### src/rtl/bus_cycle_ctrl_if.sv
// Core-side request handshake plus 8085-style bus pins for bus_cycle_ctrl.
// The slave modport is the sequencer's view; master is the core/board side.
interface bus_cycle_ctrl_if #(
    parameter int unsigned AW = 16
);
    logic          req_valid;
    logic [2:0]    req_type;
    logic [AW-1:0] req_addr;
    logic [7:0]    req_wdata;
    logic          req_ready;
    logic          done;
    logic          err;
    logic [7:0]    rdata;
    logic          READY;
    logic          HOLD;
    logic          HLDA;
    logic          ALE;
    logic          RDn;
    logic          WRn;
    logic          IOMn;
    logic          S1;
    logic          S0;
    logic [AW-9:0] A_HI;
    logic [7:0]    AD_OUT;
    logic          AD_OE;
    logic [7:0]    AD_IN;
    logic          BUS_OE;

    modport slave (
        input  req_valid, req_type, req_addr, req_wdata, READY, HOLD, AD_IN,
        output req_ready, done, err, rdata, HLDA, ALE, RDn, WRn, IOMn, S1, S0,
               A_HI, AD_OUT, AD_OE, BUS_OE
    );

    modport master (
        output req_valid, req_type, req_addr, req_wdata, READY, HOLD, AD_IN,
        input  req_ready, done, err, rdata, HLDA, ALE, RDn, WRn, IOMn, S1, S0,
               A_HI, AD_OUT, AD_OE, BUS_OE
    );
endinterface

### src/rtl/bus_cycle_ctrl.sv
// 8085-style machine-cycle sequencer: T-state generation, wait-state insertion
// with timeout, and HOLD/HLDA arbitration between machine cycles.
module bus_cycle_ctrl #(
    parameter int unsigned MAX_WAIT = 15,
    parameter int unsigned AW       = 16
) (
    input logic            clk,
    input logic            rst,
    bus_cycle_ctrl_if.slave bus
);

    localparam int unsigned WW = (MAX_WAIT > 0) ? $clog2(MAX_WAIT + 1) : 1;
    localparam logic [2:0] TyOf = 3'd0;
    localparam logic [2:0] TyMr = 3'd1;
    localparam logic [2:0] TyMw = 3'd2;
    localparam logic [2:0] TyIor = 3'd3;
    localparam logic [2:0] TyIow = 3'd4;

    typedef enum logic [2:0] {StIdle, StT1, StT2, StTw, StT3, StT4, StHold} state_e;

    state_e        state_q, state_d, next_free;
    logic [2:0]    type_q;
    logic [AW-1:0] addr_q;
    logic [7:0]    wdata_q;
    logic [WW-1:0] wait_q;
    logic [7:0]    rdata_q;
    logic          iomn_q;
    logic          errp_q, errp_d;

    logic is_of, is_rd, is_wr, final_t, can_accept, accept, reserved_req, timeout;

    assign is_of        = (type_q == TyOf);
    assign is_rd        = (type_q == TyOf) || (type_q == TyMr) || (type_q == TyIor);
    assign is_wr        = (type_q == TyMw) || (type_q == TyIow);
    assign final_t      = ((state_q == StT3) && !is_of) || (state_q == StT4);
    assign can_accept   = !rst && !bus.HOLD && ((state_q == StIdle) || final_t);
    assign accept       = can_accept && bus.req_valid;
    assign reserved_req = (bus.req_type > TyIow);
    assign timeout      = (MAX_WAIT > 0) &&
                          (({1'b0, wait_q} + (WW + 1)'(1)) == (WW + 1)'(MAX_WAIT));

    // Decision taken wherever a new machine cycle may begin; HOLD wins over a request.
    assign next_free = bus.HOLD ? StHold : (accept && !reserved_req) ? StT1 : StIdle;

    always_ff @(posedge clk) begin
        if (rst) begin
            state_q <= StIdle;
            type_q  <= '0;
            addr_q  <= '0;
            wdata_q <= '0;
            wait_q  <= '0;
            rdata_q <= '0;
            iomn_q  <= 1'b0;
            errp_q  <= 1'b0;
        end else begin
            state_q <= state_d;
            errp_q  <= errp_d;
            if (accept) begin
                type_q  <= bus.req_type;
                addr_q  <= bus.req_addr;
                wdata_q <= bus.req_wdata;
                if (!reserved_req) begin
                    iomn_q <= (bus.req_type == TyIor) || (bus.req_type == TyIow);
                end
            end
            if (state_q == StT1) begin
                wait_q <= '0;
            end else if (state_q == StTw) begin
                wait_q <= wait_q + WW'(1);
            end
            if ((state_q == StT3) && is_rd) begin
                rdata_q <= bus.AD_IN;
            end
        end
    end

    always_comb begin
        state_d = state_q;
        errp_d  = 1'b0;
        unique case (state_q)
            StIdle: begin
                state_d = next_free;
                errp_d  = accept && reserved_req;
            end
            StT1: state_d = StT2;
            StT2: state_d = bus.READY ? StT3 : StTw;
            StTw: begin
                if (bus.READY) begin
                    state_d = StT3;
                end else if (timeout) begin
                    state_d = bus.HOLD ? StHold : StIdle;
                    errp_d  = 1'b1;
                end
            end
            StT3: begin
                if (is_of) begin
                    state_d = StT4;
                end else begin
                    state_d = next_free;
                    errp_d  = accept && reserved_req;
                end
            end
            StT4: begin
                state_d = next_free;
                errp_d  = accept && reserved_req;
            end
            StHold: state_d = bus.HOLD ? StHold : StIdle;
            default: state_d = StIdle;
        endcase
    end

    always_comb begin
        bus.req_ready = can_accept;
        bus.done      = errp_q;
        bus.err       = errp_q;
        bus.rdata     = rdata_q;
        bus.HLDA      = 1'b0;
        bus.BUS_OE    = 1'b1;
        bus.ALE       = 1'b0;
        bus.RDn       = 1'b1;
        bus.WRn       = 1'b1;
        bus.IOMn      = iomn_q;
        bus.S1        = 1'b0;
        bus.S0        = 1'b0;
        bus.A_HI      = addr_q[AW-1:8];
        bus.AD_OUT    = 8'h00;
        bus.AD_OE     = 1'b0;
        if ((state_q == StT1) || (state_q == StT2) || (state_q == StTw) ||
            (state_q == StT3) || (state_q == StT4)) begin
            bus.S1 = is_rd;
            bus.S0 = is_of || is_wr;
        end
        unique case (state_q)
            StT1: begin
                bus.ALE    = 1'b1;
                bus.AD_OUT = addr_q[7:0];
                bus.AD_OE  = 1'b1;
            end
            StT2, StTw, StT3: begin
                bus.RDn = !is_rd;
                bus.WRn = !is_wr;
                if (is_wr) begin
                    bus.AD_OUT = wdata_q;
                    bus.AD_OE  = 1'b1;
                end
                if ((state_q == StT3) && !is_of) begin
                    bus.done = 1'b1;
                end
            end
            StT4: bus.done = 1'b1;
            StHold: begin
                bus.HLDA   = 1'b1;
                bus.BUS_OE = 1'b0;
            end
            default: ;
        endcase
    end

endmodule

### src/flat_wrapper.sv
// flat-port wrapper written by rule: the top's interface ports become plain ports
module bus_cycle_ctrl_flat 
#(
    parameter int unsigned MAX_WAIT = 15,
    parameter int unsigned AW       = 16
)
  (clk, rst, bus_req_valid, bus_req_type, bus_req_addr, bus_req_wdata, bus_READY, bus_HOLD, bus_AD_IN, bus_req_ready, bus_done, bus_err, bus_rdata, bus_HLDA, bus_ALE, bus_RDn, bus_WRn, bus_IOMn, bus_S1, bus_S0, bus_A_HI, bus_AD_OUT, bus_AD_OE, bus_BUS_OE);
  bus_cycle_ctrl_if #(.AW(AW)) bus_i ();
  input logic clk;
  input logic rst;
  input wire logic [$bits(bus_i.req_valid)-1:0] bus_req_valid;
  input wire logic [$bits(bus_i.req_type)-1:0] bus_req_type;
  input wire logic [$bits(bus_i.req_addr)-1:0] bus_req_addr;
  input wire logic [$bits(bus_i.req_wdata)-1:0] bus_req_wdata;
  input wire logic [$bits(bus_i.READY)-1:0] bus_READY;
  input wire logic [$bits(bus_i.HOLD)-1:0] bus_HOLD;
  input wire logic [$bits(bus_i.AD_IN)-1:0] bus_AD_IN;
  output wire logic [$bits(bus_i.req_ready)-1:0] bus_req_ready;
  output wire logic [$bits(bus_i.done)-1:0] bus_done;
  output wire logic [$bits(bus_i.err)-1:0] bus_err;
  output wire logic [$bits(bus_i.rdata)-1:0] bus_rdata;
  output wire logic [$bits(bus_i.HLDA)-1:0] bus_HLDA;
  output wire logic [$bits(bus_i.ALE)-1:0] bus_ALE;
  output wire logic [$bits(bus_i.RDn)-1:0] bus_RDn;
  output wire logic [$bits(bus_i.WRn)-1:0] bus_WRn;
  output wire logic [$bits(bus_i.IOMn)-1:0] bus_IOMn;
  output wire logic [$bits(bus_i.S1)-1:0] bus_S1;
  output wire logic [$bits(bus_i.S0)-1:0] bus_S0;
  output wire logic [$bits(bus_i.A_HI)-1:0] bus_A_HI;
  output wire logic [$bits(bus_i.AD_OUT)-1:0] bus_AD_OUT;
  output wire logic [$bits(bus_i.AD_OE)-1:0] bus_AD_OE;
  output wire logic [$bits(bus_i.BUS_OE)-1:0] bus_BUS_OE;
  assign bus_i.req_valid = bus_req_valid;
  assign bus_i.req_type = bus_req_type;
  assign bus_i.req_addr = bus_req_addr;
  assign bus_i.req_wdata = bus_req_wdata;
  assign bus_i.READY = bus_READY;
  assign bus_i.HOLD = bus_HOLD;
  assign bus_i.AD_IN = bus_AD_IN;
  assign bus_req_ready = bus_i.req_ready;
  assign bus_done = bus_i.done;
  assign bus_err = bus_i.err;
  assign bus_rdata = bus_i.rdata;
  assign bus_HLDA = bus_i.HLDA;
  assign bus_ALE = bus_i.ALE;
  assign bus_RDn = bus_i.RDn;
  assign bus_WRn = bus_i.WRn;
  assign bus_IOMn = bus_i.IOMn;
  assign bus_S1 = bus_i.S1;
  assign bus_S0 = bus_i.S0;
  assign bus_A_HI = bus_i.A_HI;
  assign bus_AD_OUT = bus_i.AD_OUT;
  assign bus_AD_OE = bus_i.AD_OE;
  assign bus_BUS_OE = bus_i.BUS_OE;
  bus_cycle_ctrl #(.MAX_WAIT(MAX_WAIT), .AW(AW)) u_core (.clk(clk), .rst(rst), .bus(bus_i));
endmodule
### config.mk
export PLATFORM = sky130hd
export DESIGN_NAME = bus_cycle_ctrl_flat
export DESIGN_NICKNAME = d
export VERILOG_FILES = /design/src/rtl/bus_cycle_ctrl_if.sv /design/src/rtl/bus_cycle_ctrl.sv /design/src/flat_wrapper.sv
export SDC_FILE = /design/constraint.sdc
export NUM_CORES = 1
export LEC_CHECK = 0
export ABC_CLOCK_PERIOD_IN_PS = 2500
export BUFFER_PORTS_ARGS = -buffer_cell sky130_fd_sc_hd__buf_4
export CAP_MARGIN = 20
export CELL_PAD_IN_SITES_DETAIL_PLACEMENT = 0
export CELL_PAD_IN_SITES_GLOBAL_PLACEMENT = 1
export CORE_UTILIZATION = 35
export CTS_CLUSTER_DIAMETER = 200
export DETAILED_ROUTE_END_ITERATION = 12
export GPL_ROUTABILITY_DRIVEN = 0
export HOLD_SLACK_MARGIN = 0.12
export PLACE_DENSITY_LB_ADDON = 0.2
export REMOVE_ABC_BUFFERS = 1
export SLEW_MARGIN = 20
export SYNTH_ARGS = -nofsm -noshare
export SYNTH_HDL_FRONTEND = slang
export SYNTH_SLANG_ARGS = --single-unit
### constraint.sdc
create_clock -name clk -period 2.5 [get_ports clk]
set_input_delay 0.5 -clock clk [delete_from_list [all_inputs] [get_ports clk]]
set_output_delay 0.5 -clock clk [all_outputs]
set_load 0.05 [all_outputs]
==> reports/results.ini, run 1 <==
[outcome]
status=finished, final reports clean

[clock_tree]
cts_buffer_depth=2
postCtsHoldBufs=0
path_clk_slew_ns=0.08
htreeDepth=2
cts_tree=built
numCtsBuffers=5
clock_latency_ns=0.29
cts-root-buf=clkbuf_8
cts.sinks=44

[critical_path]
crit_top_cell=buf_4
path_cells=nand2b_1, o21a_1, nor3_2, buf_4, a22o_1, buf_4
critPathLaunchType=flop
critPathRequiredTime_ns=2.00
slowest_delay_ns=0.44
cp_slowest_cell=dfxtp_2
path_class=reg2out
path_buf_inv=2
worstPathArrival_ns=1.87
cpLargestDelayFamily=flip-flops
worst_setup_path_end_kind=output port
crit_fanout=12

[synth]
synth_area_um2=2180
synth_edf_count=0
avgSynthCellArea_um2=8.15
yosysUniqueCellTypes=49
syn_inst=268
synth_seq_cells=44
yosysWarnings=0
async_reset_ff_share_pct=0
synth_ff_type=dfxtp_1
yosysSeqAreaShare_pct=40.3

[detailed_routing]
viasPerCell=4.96
wl_per_cell_um=12.9
num_vias=2024
dr.pass1.iters=4
drc=0
drt_wl_total_mm=5.26
drt-initial-drc-count=92
ant_nets=0

[die]
die_w_um=81.0
core_um2=5960
die-area_um2=6560
io_pins=76
die_h_um=81.0
rows=28
start_util_pct=36.7

[global_routing]
globalRoute.totalOverflow=0
grt_max_degree=45
grt_pass1_vias=1939
grt_antenna_before_repair=0
grt_pass1_wl_mm=8.74
grt_usage_pct=17.0

[placement]
place_ws_ns=0.311
placedCellCount=401
portBuffers=75
hpwl_mm=3.64

[sta]
worst_slack_ns=0.130
drv_slew=0
skew_ns=0.00517
period_needed_ns=2.37
period_share_pct=94.8
max_slew_margin_pct=48.8
grt_setup_unrepaired=no
worst_slew_pin_slew_ns=0.769
setup_viol=0
fmax_ghz=0.422
hold_viol=0

[power_and_ir_drop]
total_power_mw=2.34
ir_drop_mv=0.620
cellLeakagePower_nw=1.17
powerDensity_nw_per_um2=825

[cells_and_area]
layout_commonest_cell=buf_4
syn_to_final_growth_pct=29.8
nNetsFinal=375
mostFrequentLayoutCells=buf_4, nand2_1, dfxtp_1
stdcell_count=408
drive_gt1_share_pct=30.9
diodes=0
fin_util_pct=47.6

[run]
drv_cap=0

[min_path]
hold_path_class=in2reg

synthesized netlist by cell type (3+ instances only):
master    count  share of area, %
mux2i_1       8               3.7
dfxtp_1      44                40
nor2_1       16               2.7
inv_1         7               1.2
and2_1        3              0.86
buf_4         8               2.7
nand2_1      60                10
o21ai_0       4              0.92
buf_6         4               2.1
nor3_1        3              0.69
clkbuf_1     12               2.1
o21bai_1      3               1.0
buf_2         4              0.92
a22o_1        8               3.2
nand2b_1      5               1.4
a21oi_1      36               8.2
and3_1        3              0.86
flip-flops by register name, indices dropped and copies added, names as in the netlist:
name,count
u_core.wdata_q,8
u_core.type_q,3
u_core.state_q,3
u_core.bus.rdata,8
u_core.bus.err,1
u_core.bus.IOMn,1
u_core.addr_q,16
u_core.wait_q,4
report_power, final:
group / internal, mW / switching [mW]
clock network: 0.189 / 0.238
logic: 0.394 / 0.678
registers: 0.777 / 0.0633
kinds of logic after synthesis:
family / synth area share (%)
and+or+nand+nor: 22.9
xor gates and xnor gates: 0.401
buffers and inverters: 8.99
DFF: 40.3
AOI/OAI and AO/OA: 22.6
muxes: 3.67
adders and majority gates: 1.15
layout make-up:
| class | instances | area [um2] |
|---|---|---|
| multi-input cells | 189 | 1110 |
| repair buffers | 86 | 646 |
| well taps | 75 | 93.8 |
| flip-flops and latches | 44 | 882 |
| clock inverters | 2 | 12.5 |
| inverters | 7 | 26.3 |
| clock buffers | 5 | 68.8 |
| fillers | 611 | 3120 |
routing by layer:
| metal | up-vias | track usage [%] | share of wire [%] |
|---|---|---|---|
| met5 | - | 0 | 0 |
| met4 | 0 | 5.36 | 1.5 |
| met3 | 8 | 4.83 | 6.8 |
| met2 | 59 | 27.9 | 44 |
| met1 | 921 | 21.5 | 48 |
| li1 | 1036 | - | - |
worst register-to-register path, cell delays in order, from the launching register on:
cell and delay (ns):
dfxtp_1 0.38, or4b_1 0.67, o2111a_1 0.48, buf_4 0.29, nand2_1 0.09, a21oi_1 0.06
final timing paths:
path	slack (ns)	start	end	depth (start not counted)
worst max-delay path	0.13	u_core.state_q[2]$_SDFFE_PP0P_	bus_AD_OUT[3]	6
worst min-delay path	0.44	bus_AD_IN[3]	u_core.bus.rdata[3]$_SDFFE_PP0P_	3
worst max register to register	0.40	u_core.type_q[0]$_SDFFE_PP0N_	u_core.addr_q[12]$_SDFFE_PP0N_	5
worst min register to register	0.46	u_core.wdata_q[0]$_SDFFE_PP0N_	u_core.wdata_q[0]$_SDFFE_PP0N_	2
metrics by stage:
| stage | instance area [um2] | setup TNS, ns | hold WS (ns) |
|---|---|---|---|
| finish | 2840 | 0 | 0.443 |
| global route | 2840 | 0 | 0.438 |
| CTS | 2840 | 0 | 0.439 |
| detailed placement | 2750 | 0 | 0.448 |
| global placement | 2750 | 0 | 0.442 |
| floorplan | 2010 | -4.64 | 0.430 |
timing repair:
item | 4_1_cts | 5_1_grt
endpoints found under the hold margin | 0 | 0
gates resized for setup | 1 | 0
buffers inserted | 0 | 0
endpoints found under the setup margin | 8 | 0
Note: power is estimated with default switching activity, not from simulation.
==> inputs of run 2 (changes only) <==
--- a/config.mk
+++ b/config.mk
@@ -10,6 +10,8 @@
 export CAP_MARGIN = 20
 export CELL_PAD_IN_SITES_DETAIL_PLACEMENT = 0
 export CELL_PAD_IN_SITES_GLOBAL_PLACEMENT = 1
+export CORE_ASPECT_RATIO = 0.9
+export CORE_MARGIN = 3
 export CORE_UTILIZATION = 35
 export CTS_CLUSTER_DIAMETER = 200
 export DETAILED_ROUTE_END_ITERATION = 12
==> reports/results.ini, run 2 (same netlist as run 1, synthesis figures left out) <==
[placement]
portBuffers=75  ; unchanged
hpwl_mm=3.97  ; +9.1%

[clock_tree]
numCtsBuffers=5  ; unchanged
path_clk_slew_ns=0.08  ; about the same
post_cts_buffers=0  ; unchanged
cts-root-buf=clkbuf_8
cts_tree=built
postCtsHoldBufs=0  ; unchanged
clock_latency_ns=0.29  ; about the same
cts_buffer_depth=2  ; unchanged
htreeDepth=2  ; unchanged
cts.sinks=44  ; unchanged

[outcome]
status=finished, final reports clean

[global_routing]
globalRoute.totalOverflow=0  ; unchanged
grt_usage_pct=16.0  ; -0.99 points
grt_pass1_vias=1945  ; +0.31%
grt_pass1_wl_mm=9.07  ; +3.8%
grt_antenna_before_repair=0  ; unchanged
grt_max_degree=45  ; unchanged

[detailed_routing]
dr.pass1.iters=4  ; unchanged
wl_per_cell_um=13.2  ; +2.7%
num_vias=2028  ; +0.20%
drc=0  ; unchanged
drt_wl_total_mm=5.38  ; +2.2%
viasPerCell=5.00  ; +0.69%
drt-initial-drc-count=52  ; -43%
ant_nets=0  ; unchanged

[die]
io_pins=76  ; unchanged
die-area_um2=7230  ; +10%
core_um2=5860  ; -1.7%
die_h_um=81.0  ; about the same
rows=26  ; -7.1%
start_util_pct=37.3  ; +0.63 points
die_w_um=89.3  ; +10%

[cells_and_area]
largest_reg_flops=16  ; unchanged
seqCellArea_um2=885  ; +0.28%
nFillCells=602  ; -1.5%
syn_to_final_growth_pct=31.2
drive_gt1_share_pct=31.5  ; +0.62 points
top_register=u_core.addr_q
layout_commonest_cell=buf_4
multi_input_comb_area_um2=1110  ; unchanged
mostFrequentLayoutCells=buf_4, nand2_1, dfxtp_1
diodes=0  ; unchanged
nNetsFinal=377  ; +0.53%

[sta]
grt_setup_unrepaired=no
hold_viol=0  ; unchanged
setup_viol=0  ; unchanged
skew_ns=0.00377  ; -0.00140 ns
period_share_pct=92.7  ; -2.1 points
period_needed_ns=2.32  ; -0.0526 ns
max_slew_margin_pct=66.5  ; +18 points
setup_tns_ns=0  ; unchanged
worst_slew_pin_slew_ns=0.489  ; -0.279 ns
fmax_ghz=0.432  ; +2.3%
drv_slew=0  ; unchanged

[critical_path]
cp_slowest_cell=dfxtp_1
slowest_delay_ns=0.35  ; -0.09 ns
path_cells=nand2b_1, o21a_1, nor3_2, buf_4, a22o_1, buf_4
path_buf_inv=2  ; unchanged
worstPathArrival_ns=1.82  ; -0.05 ns
cpLargestDelayFamily=simple AND/OR/NAND/NOR gates
crit_top_cell=buf_4
path_class=reg2out
critPathLaunchType=flop
worst_setup_path_end_kind=output port
critPathRequiredTime_ns=2.00  ; about the same
crit_fanout=5  ; -7

[power_and_ir_drop]
total_power_mw=2.37  ; +1.1%
ir_drop_mv=0.474  ; -24%
powerDensity_nw_per_um2=825  ; about the same
cellLeakagePower_nw=1.20  ; +2.3%

[min_path]
hold_path_class=in2reg

[run]
drv_cap=0  ; unchanged

-- run 2: routing by layer --
metal	vias to the layer above	track usage (%)	routed length, um
met5	-	0	0
met4	0	4.46	58
met3	8	6.29	423
met2	44	26.1	2580
met1	935	19.7	2320
li1	1041	-	-
-- run 2: layout make-up --
type | instances | share of cell area (%)
Clock buffer | 5 | 2.40
Clock inverter | 3 | 0.655
Inverter | 7 | 0.917
Multi-Input combinational cell | 189 | 38.6
Sequential cell | 44 | 30.9
Tap cell | 70 | 3.06
Timing Repair Buffer | 88 | 23.5
-- run 2: final timing paths --
kind | from | endpoint | slack (ns) | depth (start not counted)
max | u_core.state_q[1]$_SDFFE_PP0P_ | bus_AD_OUT[2] | 0.18 | 6
min | bus_AD_IN[6] | u_core.bus.rdata[6]$_SDFFE_PP0P_ | 0.44 | 3
max reg2reg | u_core.type_q[2]$_SDFFE_PP0N_ | u_core.addr_q[0]$_SDFFE_PP0N_ | 0.47 | 5
min reg2reg | u_core.addr_q[14]$_SDFFE_PP0N_ | u_core.addr_q[14]$_SDFFE_PP0N_ | 0.46 | 2
-- run 2: power breakdown --
part	internal [mW]	switching, mW	total, mW	leakage, nW
sequential	0.779	0.0607	0.840	0.358
combinational	0.402	0.688	1.09	0.791
clock	0.195	0.241	0.436	0.0479
total	1.38	0.989	2.37	1.20
-- run 2: worst min-delay path, stage by stage --
cell and delay, ns:
buf_4 0.07, mux2i_1 0.05, nor2_1 0.07
-- run 2: metrics by stage --
stage	hold slack [ns]	cells	utilization (%)	area (um2)	setup WS (ns)
after floorplan	0.430	240	-	2010	-0.534
after global placement	0.442	398	47.4	2780	0.366
after CTS	0.431	406	48.9	2860	0.132
final	0.438	406	49.0	2870	0.183
after detailed placement	0.447	398	47.4	2780	0.333
after global routing	0.427	406	49.0	2870	0.0298
-- run 2: timing repair --
item	in CTS	in global routing
setup endpoints to repair	1	1
endpoints found under the hold margin	0	0
resized for setup	1	1
